### config.mk
export PLATFORM = sky130hd
export DESIGN_NAME = retry_ctrl
export DESIGN_NICKNAME = d
export VERILOG_FILES = /design/src/rtl/retry_pkg.sv /design/src/rtl/retry_timer.sv /design/src/rtl/retry_ctrl.sv
export SDC_FILE = /design/constraint.sdc
export NUM_CORES = 1
export LEC_CHECK = 0
export BUFFER_PORTS_ARGS = -buffer_cell sky130_fd_sc_hd__buf_2
export CAP_MARGIN = 20
export CORE_ASPECT_RATIO = 0.6
export CORE_MARGIN = 8
export CORE_UTILIZATION = 40
export DETAILED_ROUTE_END_ITERATION = 12
export PLACE_DENSITY = 0.61
export RECOVER_POWER = 50
export SLEW_MARGIN = 15
export SYNTH_ARGS = -nofsm -noshare
export SYNTH_HDL_FRONTEND = slang
export SYNTH_SLANG_ARGS = --single-unit
### constraint.sdc
create_clock -name clk -period 3.8 [get_ports clk]
set_clock_uncertainty 0.1 [all_clocks]
set_input_delay 0.57 -clock clk [delete_from_list [all_inputs] [get_ports clk]]
set_output_delay 0.57 -clock clk [all_outputs]
set_load 0.05 [all_outputs]
### src/rtl/retry_pkg.sv
// Shared types and defaults for the retry controller: state encoding,
// default timing parameters and width helpers.
package retry_pkg;

   localparam int DEF_TIMEOUT   = 100;
   localparam int DEF_BACKOFF   = 16;
   localparam int DEF_MAX_RETRY = 3;

   typedef enum logic [2:0] {
      ST_IDLE    = 3'd0,
      ST_ISSUE   = 3'd1,
      ST_WAIT    = 3'd2,
      ST_BACKOFF = 3'd3,
      ST_DONE    = 3'd4
   } state_e;

   // Width of the retry counter: enough to hold MAX_RETRY, never below one bit.
   function automatic int rcWidth(input int maxRetry);
      int w;
      w = $clog2(maxRetry + 1);
      return (w < 1) ? 1 : w;
   endfunction

   // Width of the shared timer: must be able to reach the larger of both limits.
   function automatic int timerWidth(input int timeoutLim, input int backoffLim);
      int biggest;
      biggest = (timeoutLim > backoffLim) ? timeoutLim : backoffLim;
      return $clog2(biggest) + 1;
   endfunction

endpackage

### src/rtl/retry_timer.sv
// Saturating up-counter with synchronous clear and enable; flags when the
// count equals the currently selected limit.
module retry_timer #(
   parameter int W = 4
) (
   input  logic         clk,
   input  logic         rst_n,
   input  logic         clear_i,
   input  logic         enable_i,
   input  logic [W-1:0] limit_i,
   output logic         atLimit_o
);

   logic [W-1:0] count_q;

   // Clear has priority so a fresh state always starts counting from zero.
   always_ff @(posedge clk or negedge rst_n) begin
      if (!rst_n) begin
         count_q <= '0;
      end else if (clear_i) begin
         count_q <= '0;
      end else if (enable_i && (count_q < limit_i)) begin
         count_q <= count_q + 1'b1;
      end
   end

   assign atLimit_o = (count_q == limit_i);

endmodule

### src/rtl/retry_ctrl.sv
// Sequences one downstream request with response timeout, back-off and a
// bounded number of reissues; reports a done pulse with final status.
module retry_ctrl
   import retry_pkg::*;
#(
   parameter  int TIMEOUT   = DEF_TIMEOUT,
   parameter  int BACKOFF   = DEF_BACKOFF,
   parameter  int MAX_RETRY = DEF_MAX_RETRY,
   localparam int RC_W      = rcWidth(MAX_RETRY)
) (
   input  logic            clk,
   input  logic            rst_n,
   input  logic            start,
   input  logic            abort,
   output logic            busy,
   output logic            req_valid,
   input  logic            req_ready,
   input  logic            resp_valid,
   input  logic            resp_ok,
   output logic            done,
   output logic            success,
   output logic            timeout_evt,
   output logic [RC_W-1:0] retry_cnt
);

   localparam int TW = timerWidth(TIMEOUT, BACKOFF);

   state_e            state_q, state_d;
   logic              busy_q;
   logic              reqValid_q;
   logic              done_q;
   logic              success_q, success_d;
   logic              timeoutEvt_q, timeoutEvt_d;
   logic [RC_W-1:0]   retryCnt_q, retryCnt_d;

   logic              timerClear;
   logic              timerEnable;
   logic [TW-1:0]     timerLimit;
   logic              timerAtLimit;
   logic              attemptFailed;

   // One timer serves both WAIT and BACKOFF; any state change restarts it.
   assign timerClear  = (state_d != state_q);
   assign timerEnable = (state_q == ST_WAIT) || (state_q == ST_BACKOFF);
   assign timerLimit  = (state_q == ST_BACKOFF) ? TW'(BACKOFF) : TW'(TIMEOUT);

   retry_timer #(
      .W (TW)
   ) u_timer (
      .clk       (clk),
      .rst_n     (rst_n),
      .clear_i   (timerClear),
      .enable_i  (timerEnable),
      .limit_i   (timerLimit),
      .atLimit_o (timerAtLimit)
   );

   // Next-state decisions. Abort outranks any response or timeout, and a
   // response on the timeout cycle outranks the timeout itself.
   always_comb begin
      state_d       = state_q;
      success_d     = success_q;
      retryCnt_d    = retryCnt_q;
      timeoutEvt_d  = 1'b0;
      attemptFailed = 1'b0;

      unique case (state_q)
         ST_IDLE: begin
            if (start) begin
               state_d    = ST_ISSUE;
               retryCnt_d = '0;
               success_d  = 1'b0;
            end
         end
         ST_ISSUE: begin
            if (abort) begin
               state_d   = ST_DONE;
               success_d = 1'b0;
            end else if (req_ready) begin
               state_d = ST_WAIT;
            end
         end
         ST_WAIT: begin
            if (abort) begin
               state_d   = ST_DONE;
               success_d = 1'b0;
            end else if (resp_valid && resp_ok) begin
               state_d   = ST_DONE;
               success_d = 1'b1;
            end else if (resp_valid) begin
               attemptFailed = 1'b1;
            end else if (timerAtLimit) begin
               attemptFailed = 1'b1;
               timeoutEvt_d  = 1'b1;
            end
         end
         ST_BACKOFF: begin
            if (abort) begin
               state_d   = ST_DONE;
               success_d = 1'b0;
            end else if (timerAtLimit) begin
               state_d = ST_ISSUE;
            end
         end
         ST_DONE: begin
            state_d = ST_IDLE;
         end
         default: begin
            state_d = ST_IDLE;
         end
      endcase

      // Out of retries ends the transaction; otherwise count it and back off.
      if (attemptFailed) begin
         if (retryCnt_q == RC_W'(MAX_RETRY)) begin
            state_d   = ST_DONE;
            success_d = 1'b0;
         end else begin
            state_d    = ST_BACKOFF;
            retryCnt_d = retryCnt_q + 1'b1;
         end
      end
   end

   // All outputs are registered from the next state so they change together.
   always_ff @(posedge clk or negedge rst_n) begin
      if (!rst_n) begin
         state_q      <= ST_IDLE;
         busy_q       <= 1'b0;
         reqValid_q   <= 1'b0;
         done_q       <= 1'b0;
         success_q    <= 1'b0;
         timeoutEvt_q <= 1'b0;
         retryCnt_q   <= '0;
      end else begin
         state_q      <= state_d;
         busy_q       <= (state_d != ST_IDLE);
         reqValid_q   <= (state_d == ST_ISSUE);
         done_q       <= (state_d == ST_DONE);
         success_q    <= success_d;
         timeoutEvt_q <= timeoutEvt_d;
         retryCnt_q   <= retryCnt_d;
      end
   end

   assign busy        = busy_q;
   assign req_valid   = reqValid_q;
   assign done        = done_q;
   assign success     = success_q;
   assign timeout_evt = timeoutEvt_q;
   assign retry_cnt   = retryCnt_q;

endmodule

==> flow_summary.yaml <==
global_routing:
  grt_max_degree: 19
  grt_use_total: 0.113
  grt_pass1_vias: 848
  grt_pass1_wl_um: 4280
  antenna_found_initial: 0
  gr-total-overflow: 0
logic_synthesis:
  seq_area_frac_synth: 0.402
  synth_top_family_by_area: "simple AND/OR/NAND/NOR gates"
  netlist_area_um2: 1120
  synth-xor-area-share: 0.00782
  synth_compound_area_frac: 0.197
  avgSynthCellArea_um2: 9.82
  ys_ff_latch: 18
  synth.area.mux_share: 0.0268
  ys_warn_count: 0
  synth-simple-area-share: 0.234
  synth_fp_nets: 128
  ys_types: 37
  synthAdderAreaFrac: 0.0782
  syn-instance-count: 114
cells_and_area:
  multi_input_area_um2: 608
  register_area_um2: 450
  final_common_cell: "dfrtp_1"
  n_antenna_cell: 0
  stdcell_count: 162
  layout_common_cells: "dfrtp_1 (18), a21oi_1 (10), inv_1 (9), buf_2 (9)"
  fill_cells: 269
  finish.net_count: 143
  area_growth_pct: 11.6
  layout-drive-gt1-share: 0.164
die:
  start_util: 0.406
  dieHeight_um: 57.0
  boundaryPins: 14
  die_area_um2: 4800
  rows: 15
  die_w_um: 84.3
  core_area_um2: 2760
drt:
  drt_iter0_markers: 93
  ant_nets: 0
  wl_um: 2510
  vias: 917
  vias_per_cell: 5.66
  firstDrtPassIters: 4
  wl_per_cell_um: 15.5
  drc: 0
timing:
  tns_ns: 0
  rsz0062_at_grt: "false"
  tightest_slew_ns: 0.959
  slew_violations: 0
  setup_violations: 0
  fmax_mhz: 378
  timing.final.crit_share: 0.696
  hold_violations: 0
  slew_headroom: 0.361
  fin_crit_ns: 2.64
setup_path:
  crit_path_start_kind: "register"
  slowest_delay_ns: 0.58
  cp_max_fo: 11
  path_cells: "nand3b_1 -> inv_1 -> ha_1 -> nand4b_1 -> o31ai_1 -> nand2_1 -> mux2i_1"
  crit_path_end_kind: "register"
  crit_slowest_cell: "o31ai_1"
  path_class: "reg -> reg"
  crit_required_ns: 3.84
  worstPathArrival_ns: 2.69
  cpLargestDelayFamily: "simple AND/OR/NAND/NOR gates"
  crit_buf_inv: 1
cts:
  cts_resized: 0
  cts_setup_buffers: 0
  cts-htree-levels: 1
  clkSinkCount: 18
  hold_buffers: 0
  cts_tree: "done"
  cts_buffer_depth: 2
  cts_root_buffer: "clkbuf_8"
  clock_latency_ns: 0.26
  cts_inserted_buffers: 3
  path_clk_slew_ns: 0.07
placed_design:
  io_buffers: 13
  hpwl_um: 1950
  place.gp.congestion: 0.877
  dp_cells: 158
power:
  peakVddDrop_mv: 0.290
  p_per_area_nw_per_um2: 532
  leakagePower_nw: 0.553
worst_hold_path:
  hold_class: "in -> async"
outcome:
  outcome: "complete, no violations"
run:
  cap_viol_max_count: 0
## per-stage QoR
step	hold slack [ns]	power, mW	utilization	setup WS (ns)	area (um^2)
2_1_floorplan	0.174	0.466	-	1.51	1120
3_3_place_gp	0.390	0.512	0.435	1.28	1200
3_5_place_dp	0.402	0.510	0.435	1.16	1200
4_1_cts	0.150	0.673	0.455	1.16	1250
5_1_grt	0.444	0.701	0.453	0.926	1250
6_report	0.335	0.665	0.453	1.16	1250
## final timing paths
check / startpoint / to / slack, ns / cells past startpoint
worst max-delay path: state_q[2]$_DFF_PN0_ / retry_cnt[1]$_DFF_PN0_ / 1.16 / 7
worst min-delay path: rst_n / done$_DFF_PN0_ / 0.34 / 1
worst max register to register: state_q[2]$_DFF_PN0_ / retry_cnt[1]$_DFF_PN0_ / 1.16 / 7
worst min register to register: retry_cnt[0]$_DFF_PN0_ / retry_cnt[0]$_DFF_PN0_ / 0.41 / 1
max in group asynchronous: rst_n / state_q[1]$_DFF_PN0_ / 2.68 / 1
min in group clk: retry_cnt[0]$_DFF_PN0_ / retry_cnt[0]$_DFF_PN0_ / 0.41 / 1
## cells in the mapped netlist, drive strengths merged
| library cell | count | area, um^2 |
|---|---|---|
| xnor2 | 1 | 8.76 |
| a221o | 1 | 11.3 |
| or3 | 5 | 33.8 |
| o2111ai | 1 | 15.0 |
| o221a | 1 | 11.3 |
| nand2b | 3 | 18.8 |
| a22o | 1 | 8.76 |
| nand2 | 8 | 30.0 |
| a21oi | 10 | 50.1 |
| a32o | 2 | 20.0 |
| o31ai | 2 | 15.0 |
| or4b | 1 | 10.0 |
| and3b | 1 | 8.76 |
| nand3 | 4 | 20.0 |
| a21o | 1 | 7.51 |
| inv | 9 | 33.8 |
| dfrtp | 18 | 450 |
| and4b | 1 | 10.0 |
| and2 | 2 | 12.5 |
| o21ai | 8 | 40.0 |
| mux2i | 3 | 30.0 |
| nand3b | 3 | 22.5 |
| buf | 3 | 27.5 |
| nor2b | 2 | 12.5 |
| ha | 7 | 87.6 |
| o21bai | 2 | 15.0 |
| or4 | 1 | 7.51 |
| nor2 | 5 | 18.8 |
| a32oi | 1 | 8.76 |
| nand4b | 1 | 8.76 |
| nor4 | 1 | 6.26 |
| nor4b | 2 | 32.5 |
| or3b | 1 | 8.76 |
| o221ai | 2 | 17.5 |
## power by group
group / internal, mW / total [mW] / switching [mW]
registers: 0.223 / 0.266 / 0.0432
logic: 0.0825 / 0.241 / 0.158
clock network: 0.0923 / 0.159 / 0.0665
## worst reg2reg max path: stages, from the launching register on
cell      delay, ns
dfrtp_1        0.56
nand3b_1       0.22
inv_1          0.08
ha_1           0.33
nand4b_1       0.26
o31ai_1        0.58
nand2_1        0.22
mux2i_1        0.16
## final cells by class
cell class | instances | share of cell area
tap | 34 | 0.0340
sequential | 18 | 0.360
inverter | 9 | 0.0270
clock buffer | 4 | 0.0440
timing repair buffer | 13 | 0.0480
multi-input combinational | 84 | 0.486
## sequential cells by signal, summed over array words and instances, names as in the netlist
name	cells
u_timer.count_q	8
req_valid	1
state_q	3
timeout_evt	1
success	1
done	1
retry_cnt	2
busy	1
## layer usage
layer / vias up / wire (um) / track usage / part of all wire
met5: - / 0 / 0 / 0
met4: 0 / 46 / 0.0587 / 0.018
met3: 5 / 130 / 0.0412 / 0.052
met2: 20 / 997 / 0.146 / 0.40
met1: 445 / 1340 / 0.158 / 0.53
li1: 447 / - / - / -
## cell families after synthesis
| logic type | Yosys count |
|---|---|
| mux | 3 |
| buf+inv | 12 |
| xor+xnor | 1 |
| fa+ha+maj | 7 |
| simple gates | 41 |
| flops | 18 |
| compound gates | 32 |
No activity file was read; power rests on OpenSTA's default activity.
